**src/rtl/rgb_palette_lut.sv**
```systemverilog
// Run-time writable RGB palette: index -> packed {R,G,B} word through a 2-stage read pipeline
// with write-first bypass and per-request brightness dimming.
module rgb_palette_lut #(
    parameter int unsigned IDX_W = 3,
    parameter int unsigned CH_W  = 8
) (
    input  logic                clk,
    input  logic                rst,
    input  logic                enable,
    input  logic [IDX_W-1:0]    colour,
    input  logic [1:0]          dim,
    input  logic                wr_en,
    input  logic [IDX_W-1:0]    wr_idx,
    input  logic [3*CH_W-1:0]   wr_rgb,
    output logic [3*CH_W-1:0]   rgb,
    output logic                rgb_valid
);

    localparam int DEPTH = 1 << IDX_W;
    localparam int DW    = 3 * CH_W;

    // Entries 0..7 are the 3-bit primaries (bit2=R, bit1=G, bit0=B); higher entries are black.
    function automatic logic [DW-1:0] default_entry(input int idx);
        logic [2:0] b;
        if (idx >= 8) begin
            return '0;
        end
        b = 3'(idx);
        return {{CH_W{b[2]}}, {CH_W{b[1]}}, {CH_W{b[0]}}};
    endfunction

    // Shift by 3 must give zero rather than a 3-bit shift.
    function automatic logic [CH_W-1:0] dim_channel(input logic [CH_W-1:0] ch,
                                                    input logic [1:0]      d);
        logic [CH_W-1:0] res;
        unique case (d)
            2'd0:    res = ch;
            2'd1:    res = ch >> 1;
            2'd2:    res = ch >> 2;
            default: res = '0;
        endcase
        return res;
    endfunction

    logic [DW-1:0] r_pal [DEPTH];
    logic [DW-1:0] r_s1_data;
    logic [1:0]    r_s1_dim;
    logic          r_s1_valid;
    logic [DW-1:0] r_rgb;
    logic          r_rgb_valid;
    logic [DW-1:0] w_rd_data;
    logic [DW-1:0] w_dimmed;

    always_ff @(posedge clk) begin
        if (rst) begin
            for (int i = 0; i < DEPTH; i++) begin
                r_pal[i] <= default_entry(i);
            end
        end else if (wr_en) begin
            r_pal[wr_idx] <= wr_rgb;
        end
    end

    always_comb begin
        w_rd_data = r_pal[colour];
        if (wr_en && (wr_idx == colour)) begin
            w_rd_data = wr_rgb;
        end
    end

    always_ff @(posedge clk) begin
        if (rst) begin
            r_s1_valid <= 1'b0;
            r_s1_data  <= '0;
            r_s1_dim   <= '0;
        end else begin
            r_s1_valid <= enable;
            if (enable) begin
                r_s1_data <= w_rd_data;
                r_s1_dim  <= dim;
            end
        end
    end

    always_comb begin
        w_dimmed = '0;
        for (int c = 0; c < 3; c++) begin
            w_dimmed[c*CH_W +: CH_W] = dim_channel(r_s1_data[c*CH_W +: CH_W], r_s1_dim);
        end
    end

    always_ff @(posedge clk) begin
        if (rst) begin
            r_rgb       <= '0;
            r_rgb_valid <= 1'b0;
        end else begin
            r_rgb_valid <= r_s1_valid;
            if (r_s1_valid) begin
                r_rgb <= w_dimmed;
            end
        end
    end

    assign rgb       = r_rgb;
    assign rgb_valid = r_rgb_valid;

endmodule

```
**config.mk**
```make
export PLATFORM = sky130hd
export DESIGN_NAME = rgb_palette_lut
export DESIGN_NICKNAME = d
export VERILOG_FILES = /design/src/rtl/rgb_palette_lut.sv
export SDC_FILE = /design/constraint.sdc
export NUM_CORES = 1
export LEC_CHECK = 0
export CAP_MARGIN = 20
export CORE_MARGIN = 4
export CORE_UTILIZATION = 60
export DETAILED_ROUTE_END_ITERATION = 10
export HOLD_SLACK_MARGIN = 0.12
export PLACE_DENSITY = 0.78
export SLEW_MARGIN = 20
export SYNTH_ARGS = -nofsm -noshare
export SYNTH_HDL_FRONTEND = slang
export SYNTH_SLANG_ARGS = --single-unit
```
**constraint.sdc**
```tcl
create_clock -name clk -period 3 [get_ports clk]
set_input_delay 0.45 -clock clk [delete_from_list [all_inputs] [get_ports clk]]
set_output_delay 0.45 -clock clk [all_outputs]
set_load 0.03 [all_outputs]
```
==> run metrics <==
outcome completed; Die X 143 um; number of remaining DRC errors 0; crit path DAT 2.66 ns; min-delay worst type reg2reg; CTS tree yes; port bufs 60; die area 0.0206 mm^2; crit path capture r_s1_data[18]$_SDFFE_PP0P_; first-pass GRT wire length 39800 um; P&R area growth vs syn 15.0%; Syn Nets 847; Die H 143 um; fmax 0.451 GHz; Critical R2R Capture rgb[13]$_SDFFE_PP0P_; Seq cells post-synth around 240; hold_buf cts 0; setup ws final 0.784 ns; CP max FO 24; number of synthesized flops with an enable pin 192; GRT overflow 0; Crit. Startpoint wr_idx[2]; Max VDD drop about 0.48 mV; P per Cell Area 596 mW/mm^2; FP Rows 49; crit end category flip-flop; R2R setup slack between 1 and 1.5 ns; Worst path max stage delay 0.84 ns; CTS buffer count 25; layout cells sized above 1 0.132; H-tree depth 1; vias in the first global route 7218; Final nets about 900; initial core utilization 0.611; Tot GR Track Use 0.251; Finish-stage setup viols 0; largest net degree at the start of global routing 74; I/O Pins 61; Worst path depth 5; drt wl/cell 23.2 um; sequential share of the synthesized area 0.618; Slew HR 0.323; Clock Skews 0.0176 ns; Setup WS pre-CTS 0.282 ns; max-slew violations 0; Fin. Hold Viols 0; delay-heaviest family, CP simple AND/OR/NAND/NOR gates; CTS root buf clkbuf_16; Min Clock Period, post-route 2.22 ns; WP data required between 3 and 4 ns; Crit path buffers/inverters 1; # diodes 0; Gate Count Post-Synth 811; setup tns final 0 ns; CP max-delay cell and2_1; asr flop ratio synth 0; setup repair after global routing missed its margin no; most frequent cells in the layout 192 x edfxtp_1, 97 x and2_1, 88 x or3_1; Tcrit/Tclk final 0.739; Setup Buffers After CTS 0; clock tree buffer depth 3; Vias per Instance 6.36; vias post-DR between 7000 and 8000; Least-Margin Pin Slew between 1 and 1.5 ns; type of origin of the critical path primary input; hpwl dp 16600 um; core area 0.0180 mm^2; post-CTS sizing 0; drt total wl 25700 um; crit-path cells clkdlybuf4s50_1, xor2_2, nor4_1, and2_1, a221o_1; Setup CP Type in2reg; Yosys cell types 33; commonest non-fill, non-tap cell in the layout edfxtp_1; initial antenna violation count 0; synthesized area per cell 13.6 um^2; drt first pass iters 5; Worst Reg2Reg Path Length in Cells 4; gpl congestion between 0.8 and 0.9; leakage 4.32 nW; Mapped Area 0.0110 mm^2; Num Clock Sinks between 200 and 250; worst-skew pair later-pin latency 0.52 ns; FF-to-FF Start r_s1_dim[1]$_SDFFE_PP0P_; Worst-path clk slew 0.06 ns; Synthesis Warnings 0; Iter 0 DRT Violations 716; Synth Flop Type edfxtp_1; total of max-cap violations 0; ANT nets after route 0
[logic make-up after synthesis]
kind of cell / synth area share
AND/OR/NAND/NOR: 0.157
flip-flops: 0.618
multiplexers: 0.121
AO/OA/AOI/OAI: 0.0721
buffers and inverters: 0.0282
XOR/XNOR: 0.00375
[per-layer routing]
metal / global-route usage / up-vias / wire (um)
li1: - / 3194 / -
met5: 0 / - / 0
met2: 0.427 / 327 / 12800
met4: 0.0714 / 0 / 555
met3: 0.0443 / 52 / 2240
met1: 0.337 / 3491 / 10200
[power by group]
| group | leakage (nW) | switching [mW] | total [mW] | internal, mW |
|---|---|---|---|---|
| clock network | 0.364 | 1.21 | 2.88 | 1.67 |
| logic | 1.65 | 0.405 | 0.707 | 0.302 |
| registers | 2.31 | 0.0961 | 3.95 | 3.85 |
| total | 4.32 | 1.71 | 7.54 | 5.82 |
[state kept, by name, indices dropped and copies added, names as in the netlist]
name and flops:
rgb 24, r_s1_data 24, rgb_valid 1, r_s1_dim 2, r_s1_valid 1, r_pal 192
[worst min-delay path by stage]
| stage | from | to | slack (ns) | depth (start not counted) |
|---|---|---|---|---|
| CTS | rgb[7]$_SDFFE_PP0P_ | rgb[7]$_SDFFE_PP0P_ | 0.47 | 2 |
| global route | rgb[23]$_SDFFE_PP0P_ | rgb[23]$_SDFFE_PP0P_ | 0.51 | 2 |
| finish | rgb[7]$_SDFFE_PP0P_ | rgb[7]$_SDFFE_PP0P_ | 0.48 | 2 |
| detailed placement | rgb[7]$_SDFFE_PP0P_ | rgb[7]$_SDFFE_PP0P_ | 0.46 | 2 |
| floorplan | r_s1_data[16]$_SDFFE_PP0P_ | r_s1_data[16]$_SDFFE_PP0P_ | 0.45 | 1 |
| global placement | rgb[23]$_SDFFE_PP0P_ | rgb[23]$_SDFFE_PP0P_ | 0.46 | 2 |
[worst reg2reg max path, stage by stage, from the launching register on]
cell	delay (ns)
dfxtp_1	0.59
buf_4	0.33
nor2b_1	0.27
a21oi_1	0.11
a211oi_1	0.27
[per-stage QoR]
| step | util | instance area (um^2) | power [mW] | hold WS [ns] | cells |
|---|---|---|---|---|---|
| global route | 0.702 | 12700 | 7.77 | 0.509 | 1110 |
| detailed placement | 0.660 | 11900 | 4.72 | 0.464 | 1065 |
| finish | 0.702 | 12700 | 7.54 | 0.475 | 1110 |
| global placement | 0.660 | 11900 | 4.69 | 0.457 | 1065 |
| floorplan | - | 11000 | 4.42 | 0.454 | 811 |
| CTS | 0.702 | 12700 | 7.55 | 0.472 | 1110 |
[cell usage after synthesis, types with 5 or more instances]
cell | instances | area, um^2
mux2i_1 | 65 | 651
o22ai_1 | 12 | 75.1
buf_1 | 5 | 18.8
nor2_1 | 48 | 180
mux4_2 | 24 | 541
a221o_1 | 24 | 240
o221ai_1 | 12 | 105
nor3_1 | 14 | 70.1
or2_2 | 8 | 50.1
buf_4 | 8 | 60.1
a21oi_1 | 6 | 30.0
nand3b_1 | 15 | 113
dfxtp_1 | 52 | 1040
o21ai_0 | 15 | 75.1
a221oi_1 | 12 | 105
nand2b_1 | 16 | 100
edfxtp_1 | 192 | 5770
mux2_2 | 12 | 135
buf_2 | 14 | 70.1
or3_1 | 88 | 551
clkbuf_1 | 40 | 150
a211o_1 | 12 | 105
and2_1 | 97 | 607
[final cells by class]
| class | count | area [um^2] |
|---|---|---|
| clock inverters | 8 | 58.8 |
| clock buffers | 37 | 691 |
| repair buffers | 93 | 908 |
| multi-input cells | 499 | 3900 |
| fillers | 1217 | 5370 |
| flip-flops and latches | 244 | 6810 |
| well taps | 229 | 287 |
No activity file was read; power rests on OpenSTA's default activity.
